### src/rtl/vote_winner_scan.sv
// Sequential winner finder over NUM_CAND packed vote counters: snapshot on start,
// one candidate per clock, reports 1-based winner, its count, tie and no-vote flags.
module vote_winner_scan #(
  parameter int NUM_CAND = 4,
  parameter int CNT_W    = 8,
  parameter int IDX_W    = $clog2(NUM_CAND + 1)
) (
  input  logic                      clock,
  input  logic                      reset,
  input  logic                      start,
  input  logic [NUM_CAND*CNT_W-1:0] vote_counts,
  output logic                      busy,
  output logic                      done,
  output logic [IDX_W-1:0]          winner,
  output logic [CNT_W-1:0]          winning_votes,
  output logic                      tie,
  output logic                      no_votes
);

  typedef enum logic {IDLE, SCAN} state_t;

  localparam logic [IDX_W-1:0] LAST = IDX_W'(NUM_CAND);

  state_t                      state_q, state_d;
  logic [NUM_CAND*CNT_W-1:0]   snap_q, snap_d;
  logic [IDX_W-1:0]            idx_q, idx_d;
  logic [CNT_W-1:0]            cur_q, cur_d;
  logic [CNT_W-1:0]            max_q, max_d;
  logic [IDX_W-1:0]            max_idx_q, max_idx_d;
  logic                        run_tie_q, run_tie_d;
  logic                        done_q, done_d;
  logic [IDX_W-1:0]            winner_q, winner_d;
  logic [CNT_W-1:0]            votes_q, votes_d;
  logic                        tie_q, tie_d;
  logic                        no_votes_q, no_votes_d;

  // The snapshot shifts down one candidate per cycle into cur_q; the compare
  // runs one cycle behind the fetch, so cur_q holds candidate idx_q (1-based).
  always_comb begin
    state_d    = state_q;
    snap_d     = snap_q;
    idx_d      = idx_q;
    cur_d      = cur_q;
    max_d      = max_q;
    max_idx_d  = max_idx_q;
    run_tie_d  = run_tie_q;
    done_d     = 1'b0;
    winner_d   = winner_q;
    votes_d    = votes_q;
    tie_d      = tie_q;
    no_votes_d = no_votes_q;

    case (state_q)
      IDLE: begin
        if (start) begin
          state_d   = SCAN;
          snap_d    = vote_counts;
          idx_d     = '0;
          cur_d     = '0;
          max_d     = '0;
          max_idx_d = '0;
          run_tie_d = 1'b0;
        end
      end
      SCAN: begin
        cur_d  = snap_q[CNT_W-1:0];
        snap_d = snap_q >> CNT_W;
        idx_d  = idx_q + IDX_W'(1);
        if (idx_q != '0) begin
          // Strict > keeps the lowest index on ties; zero counts never win or tie.
          if (cur_q > max_q) begin
            max_d     = cur_q;
            max_idx_d = idx_q;
            run_tie_d = 1'b0;
          end else if (cur_q == max_q && max_q != '0) begin
            run_tie_d = 1'b1;
          end
        end
        if (idx_q == LAST) begin
          state_d    = IDLE;
          done_d     = 1'b1;
          winner_d   = max_idx_d;
          votes_d    = max_d;
          tie_d      = run_tie_d;
          no_votes_d = (max_d == '0);
        end
      end
      default: state_d = IDLE;
    endcase
  end

  always_ff @(posedge clock) begin
    if (reset) begin
      state_q    <= IDLE;
      snap_q     <= '0;
      idx_q      <= '0;
      cur_q      <= '0;
      max_q      <= '0;
      max_idx_q  <= '0;
      run_tie_q  <= 1'b0;
      done_q     <= 1'b0;
      winner_q   <= '0;
      votes_q    <= '0;
      tie_q      <= 1'b0;
      no_votes_q <= 1'b0;
    end else begin
      state_q    <= state_d;
      snap_q     <= snap_d;
      idx_q      <= idx_d;
      cur_q      <= cur_d;
      max_q      <= max_d;
      max_idx_q  <= max_idx_d;
      run_tie_q  <= run_tie_d;
      done_q     <= done_d;
      winner_q   <= winner_d;
      votes_q    <= votes_d;
      tie_q      <= tie_d;
      no_votes_q <= no_votes_d;
    end
  end

  assign busy          = (state_q == SCAN);
  assign done          = done_q;
  assign winner        = winner_q;
  assign winning_votes = votes_q;
  assign tie           = tie_q;
  assign no_votes      = no_votes_q;

endmodule
### config.mk
export PLATFORM = sky130hd
export DESIGN_NAME = vote_winner_scan
export DESIGN_NICKNAME = d
export VERILOG_FILES = /design/src/rtl/vote_winner_scan.sv
export SDC_FILE = /design/constraint.sdc
export NUM_CORES = 1
export LEC_CHECK = 0
export BUFFER_PORTS_ARGS = -buffer_cell sky130_fd_sc_hd__buf_2
export CAP_MARGIN = 20
export CORE_MARGIN = 2
export CORE_UTILIZATION = 45
export DETAILED_ROUTE_END_ITERATION = 8
export PLACE_DENSITY = 0.77
export SYNTH_ARGS = -nofsm -noshare
export SYNTH_HDL_FRONTEND = slang
export SYNTH_SLANG_ARGS = --single-unit
### constraint.sdc
create_clock -name clock -period 6.04 [get_ports clock]
set_clock_uncertainty 0.15 [all_clocks]
set_input_delay 0.302 -clock clock [delete_from_list [all_inputs] [get_ports clock]]
set_output_delay 0.302 -clock clock [all_outputs]
set_load 0.01 [all_outputs]
==> results.json, run 1 <==
{
  "path_cells": "inv_1 > ha_1 > nand4_2 > o211ai_1 > nand2_1 > a32o_1",
  "critPathLaunch": "max_q[3]",
  "netlist.area_leader.share": 0.437,
  "slew_violations": 0,
  "grt_pass1_vias": 2521,
  "cpPeakStageDelay_ns": 0.78,
  "grt_max_degree": 77,
  "power.leakage_nw": 1.53,
  "clk_pin_slew_ns": 0.07,
  "synth_nets": 406,
  "top_level_ports": 50,
  "antenna_found_initial": 0,
  "crit_fanout": 13,
  "rows": 30,
  "worstReg2RegEnd": "max_q[2]",
  "required_ns": 6.13,
  "drt-initial-drc-count": 142,
  "synth_seq_cells": 70,
  "synth_area_leader_cell": "dfxtp_1",
  "power_density_nw_per_um2": 268,
  "core_um2": 6830,
  "antenna_cells": 0,
  "finalWirelength_um": 6650,
  "crit_slowest_cell": "o211ai_1",
  "die-height_um": 88.4,
  "viasPerCell": 5.39,
  "h-tree-depth": 3,
  "drv_cap": 0,
  "syn_area_per_cell_um2": 8.88,
  "wire_per_inst_um": 13.4,
  "syn2layout_area_growth_pct": 15.1,
  "cts_setup_buffers": 0,
  "worstSkewPairLatency_ns": 0.35,
  "io_buffers": 49,
  "finalCritPeriodShare": 0.471,
  "start_util": 0.469,
  "holdWs_ns": 0.0349,
  "slew_headroom": 0.382,
  "gp_congestion": 0.884,
  "synth_area_leaders": "dfxtp_1 (44%), mux2i_1 (10%), nor2_1 (9.7%)",
  "grt_first_pass_wirelength_um": 11200,
  "yosysWarnings": 0,
  "synth_enable_flop_cells": 0,
  "cts_root_buf": "clkbuf_8",
  "rsz0062_at_grt": "false",
  "dpl.cell_count": 478,
  "end_kind": "flop",
  "setup_viol": 0,
  "async_reset_ff_frac": 0,
  "place_hpwl_um": 4490,
  "tns_ns": 0,
  "status": "completed",
  "clockBufferDepth": 2,
  "synthDistinctLibCells": 39,
  "final_common_cell": "nor2_1",
  "cts.sinks": 70,
  "grt_overflow": 0,
  "netlist_instances": 361,
  "max_freq_ghz": 0.351,
  "cts-resized-gates": 0,
  "synthFlopType": "dfxtp_1",
  "ant_nets": 0,
  "r2r_start": "max_q[3]",
  "die_width_um": 88.4,
  "path_class": "flop to flop",
  "reg2regPathDepth": 6,
  "ir_drop_mv": 0.226,
  "seq_area_frac_synth": 0.437,
  "postCtsHoldBufs": 0,
  "via_count": 2669,
  "cp_data_arrival_time_ns": 2.93,
  "cts_tree": "built",
  "crit_end": "max_q[2]",
  "tightest_slew_ns": 0.923,
  "numCtsBuffers": 9,
  "most-common-layout-cells": "nor2_1 (83), dfxtp_1 (69), buf_2 (49)",
  "fillers": 681,
  "period_needed_ns": 2.85,
  "startpoint_type": "flop",
  "synth_area_um2": 3210,
  "firstDrtPassIters": 4,
  "hold_viol": 0,
  "drc_errors": 0,
  "final_cells": 495,
  "rrSetupSlack_ns": 3.19,
  "layout.nets": 439,
  "dieArea_um2": 7820,
  "hold_class": "input port to flop",
  "track_usage": 0.183,
  "drive_above_1_share": 0.190
}
-- worst max-delay path, delay by kind of cell, from the launching register on --
family / cells / cell delay, ns
AOI/OAI and AO/OA: 2 / 1.16
and+or+nand+nor: 2 / 0.64
DFF: 1 / 0.37
adders and majority gates: 1 / 0.36
buffers and inverters: 1 / 0.06
-- through the flow --
step | area (um2) | total power, mW | util | setup WS, ns
5_1_grt | 3690 | 1.02 | 0.540 | 2.92
3_3_place_gp | 3450 | 0.588 | 0.505 | 3.34
2_1_floorplan | 3210 | 0.567 | - | 3.98
3_5_place_dp | 3450 | 0.591 | 0.505 | 3.22
4_1_cts | 3670 | 0.995 | 0.537 | 3.21
6_report | 3690 | 0.988 | 0.540 | 3.19
-- worst min path at each step --
stage / from / to / depth (start not counted)
floorplan: max_idx_q[0] / max_idx_q[0] / 1
global placement: tie / tie / 2
detailed placement: tie / tie / 2
CTS: vote_counts[26] / snap_q[26] / 3
global route: vote_counts[28] / snap_q[28] / 3
finish: vote_counts[26] / snap_q[26] / 3
-- registers in the layout, summed over array words and instances (netlist names), 3 cells and up --
register,flops
snap_q,32
max_idx_q,3
winner,3
cur_q,8
max_q,8
idx_q,3
winning_votes,8
-- power breakdown --
part           leakage (nW)  switching [mW]  internal [mW]
Combinational         0.850          0.0562         0.0387
Sequential            0.569         0.00980          0.477
Clock                 0.109           0.170          0.236
-- cell type report --
class	count	area, um2	area share
multi-input combinational	250	1630	0.441
sequential	70	1400	0.380
clock inverter	2	37.5	0.0102
inverter	11	41.3	0.0112
timing repair buffer	52	280	0.0759
clock buffer	14	183	0.0495
tap	96	120	0.0325
-- cells in the mapped netlist, drive strengths merged (3+ instances only) --
cell type	instances
nor2	83
dfxtp	70
a21oi	38
mux2i	33
buf	16
clkbuf	14
nand3	12
o21ai	12
a311oi	11
a32o	11
inv	11
ha	10
nor3b	7
nor3	5
nand2	3
o211ai	3
-- routing by layer --
layer,GRT usage,vias to the layer above,share of wire
li1,-,1348,-
met5,0,-,0
met4,0.0785,0,0.017
met2,0.308,82,0.47
met1,0.216,1228,0.45
met3,0.0560,11,0.064
-- cell families (layout without fill, tap and decap cells) --
logic type / after synthesis / in the layout / synth area share
flops: 70 / 70 / 0.437
compound gates: 83 / 83 / 0.188
simple gates: 124 / 124 / 0.177
mux: 33 / 33 / 0.103
fa+ha+maj: 10 / 10 / 0.0390
buf+inv: 41 / 79 / 0.0558
(Power assumes the default switching activity.)
==> run 2, diff against run 1 <==
Settings changed: PLACE_DENSITY 0.77 to 0.79.
Clock period 6.04 ns to 2.45 ns, I/O delays scaled along.
==> run 2 against run 1 <==
Net effect:
- wire length rose by 16%
- core utilization rose by 5.5 points
- sequential share of layout area fell by 3.5 points
- largest cell class unchanged
==> results.json, run 2 (synthesis results as in run 1) <==
{
  "drt-initial-drc-count": 141,
  "core_um2": 6830,
  "status": "completed",
  "max_freq_ghz": 0.438,
  "hold_viol": 0,
  "viasPerCell": 5.29,
  "combPwrFrac": 0.117,
  "min_from": "vote_counts[4]",
  "finalWirelength_um": 7730,
  "cts_tree": "built",
  "report.power.total_mw": 2.45,
  "wire_per_inst_um": 14.3,
  "clk_pin_slew_ns": 0.08,
  "final_common_cell": "nor2_1",
  "largest_reg_flops": 32,
  "r2r_start": "max_q[1]",
  "grt_overflow": 0,
  "cts.sinks": 70,
  "holdWs_ns": 0.0112,
  "syn2layout_area_growth_pct": 26.8,
  "power.leakage_nw": 1.71,
  "io_buffers": 49,
  "drv_cap": 0,
  "cp_data_arrival_time_ns": 2.39,
  "power_density_nw_per_um2": 602,
  "period_needed_ns": 2.28,
  "end_kind": "flop",
  "top_level_ports": 50,
  "tightest_slew_ns": 0.807,
  "rows": 30,
  "track_usage": 0.213,
  "most-common-layout-cells": "nor2_1 (83), dfxtp_1 (69), buf_2 (49)",
  "grt_max_degree": 41,
  "intPower_mw": 1.79,
  "via_count": 2850,
  "slew_headroom": 0.460,
  "setup_ws_ns": 0.165,
  "place_hpwl_um": 4640,
  "drc_errors": 0,
  "ant_nets": 0,
  "crit_fanout": 8,
  "antenna_cells": 0,
  "h-tree-depth": 3,
  "largest-register": "snap_q",
  "die_width_um": 88.4,
  "firstDrtPassIters": 5,
  "dieArea_um2": 7820,
  "multi_input_area_um2": 1630,
  "slew_violations": 0,
  "startpoint_type": "flop",
  "gp_congestion": 0.850,
  "netSwitchingFraction": 0.269,
  "grt_pass1_vias": 2717,
  "p_clk_frac": 0.393,
  "layout.nets": 483,
  "required_ns": 2.56,
  "ir_drop_mv": 0.527,
  "numCtsBuffers": 9,
  "path_class": "flop to flop",
  "start_util": 0.469,
  "fillers": 612,
  "fin_util": 0.595,
  "p_sw_mw": 0.659,
  "setup_viol": 0,
  "rsz0062_at_grt": "false",
  "antenna_found_initial": 0,
  "cts_root_buf": "clkbuf_8",
  "dpl_worst_slack_ns": -0.0395,
  "seq_power_share": 0.490,
  "critPathLaunch": "max_q[1]",
  "die-height_um": 88.4,
  "grt_first_pass_wirelength_um": 12600,
  "drive_above_1_share": 0.210,
  "worstSkewPairLatency_ns": 0.36,
  "hold_class": "input port to flop",
  "tns_ns": 0,
  "seq_area_um2": 1400,
  "clockBufferDepth": 2,
  "finalCritPeriodShare": 0.933
}
## run 2: cell count changes in the layout (fill, tap and decap cells not counted), moves of 3 or more
cell and delta:
buf_4 +16, clkbuf_8 -4, dlygate4sd3_1 +29, inv_6 +3
## run 2: area by class of cell
| cell class | count | share of cell area |
|---|---|---|
| Multi-Input combinational cell | 250 | 0.400 |
| Inverter | 11 | 0.0102 |
| Sequential cell | 70 | 0.345 |
| Timing Repair Buffer | 96 | 0.165 |
| Clock inverter | 7 | 0.0197 |
| Tap cell | 96 | 0.0295 |
| Clock buffer | 9 | 0.0305 |
## run 2: per-stage QoR
| step | std cells | cell area, um2 |
|---|---|---|
| after CTS | 539 | 4070 |
| final | 539 | 4070 |
| after detailed placement | 491 | 3550 |
| after global placement | 491 | 3550 |
| after global routing | 539 | 4070 |
| after floorplan | 361 | 3210 |
## run 2: worst max-delay path, stage by stage, from the launching register on
cell	delay [ns]
dfxtp_1	0.37
inv_1	0.06
ha_1	0.31
nor2b_1	0.15
o211ai_2	0.26
a211o_1	0.30
buf_4	0.20
nand3_1	0.09
a311oi_1	0.30
## run 2: power groups by stage
stage | Sequential, mW | Combinational (mW) | Clock [mW]
final | 1.20 | 0.287 | 0.962
after CTS | 1.20 | 0.280 | 0.981
after detailed placement | 1.23 | 0.239 | 0
after floorplan | 1.22 | 0.180 | 0
after global placement | 1.22 | 0.232 | 0
after global routing | 1.20 | 0.316 | 1.03
## run 2: layer usage
metal | up-vias | wire length (um) | global-route usage
li1 | 1432 | - | -
met1 | 1316 | 3290 | 0.244
met2 | 90 | 3840 | 0.366
met3 | 12 | 425 | 0.0700
met4 | 0 | 177 | 0.0854
met5 | - | 0 | 0
## run 2: what timing repair did
action / 4_1_cts / 5_1_grt
setup endpoints to repair: 12 / 11
pin swaps: 1 / 0
resized for setup: 0 / 1
endpoints found under the hold margin: 29 / 0
setup buffers: 3 / 0
hold buffers: 29 / 0
## run 2: path summary, 6_finish.rpt
| path | cells past startpoint | to | slack, ns |
|---|---|---|---|
| max | 8 | winning_votes[2] | 0.17 |
| max reg2reg | 8 | winning_votes[2] | 0.17 |
| min | 5 | snap_q[4] | 0.01 |
| min reg2reg | 2 | tie | 0.30 |
==> run 3, diff against run 2 <==
Settings changed: CORE_ASPECT_RATIO set to 1.1, SETUP_SLACK_MARGIN set to 0.3.
==> run 3 against run 2 <==
Net effect:
- global-route usage fell by 0.65 points
- combinational power barely moved
- sequential power barely moved
- first-iteration DRC count rose by 13%
- die area barely moved
- fmax rose by 6.1%
- hold slack got worse by 0.0056 ns
- critical path type unchanged
- largest cell class unchanged
- highest routed layer unchanged
==> results.json, run 3 (synthesis results as in run 1) <==
{
  "status": "completed",
  "ant_nets": 0,
  "end_kind": "flop",
  "rrSetupSlack_ns": 0.30,
  "largest-register": "snap_q",
  "rsz0062_at_grt": "true",
  "clk_pin_slew_ns": 0.07,
  "power.leakage_nw": 1.74,
  "drc_errors": 0,
  "finalWirelength_um": 7730,
  "dieArea_um2": 7820,
  "path_class": "flop to flop",
  "cpPeakStageDelay_ns": 0.38,
  "most-common-layout-cells": "nor2_1 (83), dfxtp_1 (58), buf_2 (49)",
  "cp_data_arrival_time_ns": 2.24,
  "start_util": 0.460,
  "period_needed_ns": 2.15,
  "tns_ns": 0,
  "final_common_cell": "nor2_1",
  "antenna_found_initial": 0,
  "layout.nets": 480,
  "crit_top_cell": "a2111oi_4",
  "hold_viol": 0,
  "crit_end": "max_q[6]",
  "gp_congestion": 0.812,
  "max_freq_ghz": 0.464,
  "report.power.total_mw": 2.49,
  "clockBufferDepth": 2,
  "numCtsBuffers": 9,
  "cts_tree": "built",
  "cts.sinks": 70,
  "r2r_start": "max_q[4]",
  "grt_pass1_vias": 2764,
  "slew_headroom": 0.391,
  "die-height_um": 92.5,
  "required_ns": 2.53,
  "path_cells": "inv_1 > ha_1 > nand4_1 > nand2b_4 > a2111oi_4 > a2111oi_4 > buf_4 > a32o_1",
  "worstReg2RegEnd": "max_q[6]",
  "drt-initial-drc-count": 159,
  "rows": 32,
  "syn2layout_area_growth_pct": 30.2,
  "crit_fanout": 5,
  "crit_slowest_cell": "a2111oi_4",
  "holdWs_ns": 0.00555,
  "cts_root_buf": "clkbuf_8",
  "power_density_nw_per_um2": 597,
  "slew_violations": 0,
  "grt_overflow": 0,
  "worstSkewPairLatency_ns": 0.34,
  "h-tree-depth": 3,
  "top_level_ports": 50,
  "largest_reg_flops": 32,
  "drv_cap": 0,
  "min_from": "vote_counts[11]",
  "critPathLaunch": "max_q[4]",
  "grt_first_pass_wirelength_um": 12900,
  "reg2regPathDepth": 8,
  "track_usage": 0.206,
  "io_buffers": 49,
  "firstDrtPassIters": 5,
  "fillers": 599,
  "drive_above_1_share": 0.261,
  "finalCritPeriodShare": 0.879,
  "viasPerCell": 5.45,
  "ir_drop_mv": 0.460,
  "fin_util": 0.599,
  "wire_per_inst_um": 14.7,
  "place_hpwl_um": 4720,
  "via_count": 2859,
  "tightest_slew_ns": 0.910,
  "hold_class": "input port to flop",
  "setup_viol": 0,
  "die_width_um": 84.5,
  "final_cell_area_um2": 4180,
  "antenna_cells": 0,
  "core_um2": 6970,
  "place_area_um2": 3520,
  "grt_max_degree": 41,
  "startpoint_type": "flop"
}
[run 3: metrics by stage]
step	worst slack (ns)	std cells
after floorplan	0.392	361
after global placement	0.0314	477
after detailed placement	-0.0133	477
after CTS	0.300	525
after global routing	0.233	525
final	0.296	525
[run 3: worst min-delay path by stage]
stage,end,depth (start not counted)
final,snap_q[11],5
after CTS,snap_q[11],5
after global routing,snap_q[16],5
after floorplan,snap_q[24],2
after global placement,snap_q[25],3
after detailed placement,snap_q[29],3
[run 3: metal layers]
metal,track usage,up-vias,share of wire
met5,0,-,0
met4,0.119,0,0.034
met3,0.0339,23,0.050
met2,0.343,100,0.49
met1,0.251,1305,0.43
li1,-,1431,-
[run 3: area by class of cell]
cell class / instances / area [um2] / share of cell area
multi-input combinational: 250 / 1740 / 0.416
sequential: 70 / 1420 / 0.339
timing repair buffer: 93 / 657 / 0.157
clock buffer: 14 / 183 / 0.0437
tap: 85 / 106 / 0.0255
inverter: 11 / 41.3 / 0.00989
clock inverter: 2 / 37.5 / 0.00899
[run 3: what timing repair did]
item,in CTS,in global routing
pin swaps,5,7
hold buffers,26,0
setup buffers,6,0
resized for setup,16,13
setup endpoints to repair,20,25
hold endpoints to repair,26,0
[run 3: critical path, delay by kind of cell (launching register included)]
kind                     cells  cell delay (ns)
AO/OA/AOI/OAI                3             0.65
flip-flops                   1             0.36
AND/OR/NAND/NOR              2             0.35
adder cells (fa/ha/maj)      1             0.28
buffers and inverters        2             0.25
[run 3: report_power, final]
part	switching (mW)	total, mW	internal, mW
combinational	0.151	0.289	0.138
clock	0.419	1.00	0.582
sequential	0.0286	1.20	1.18
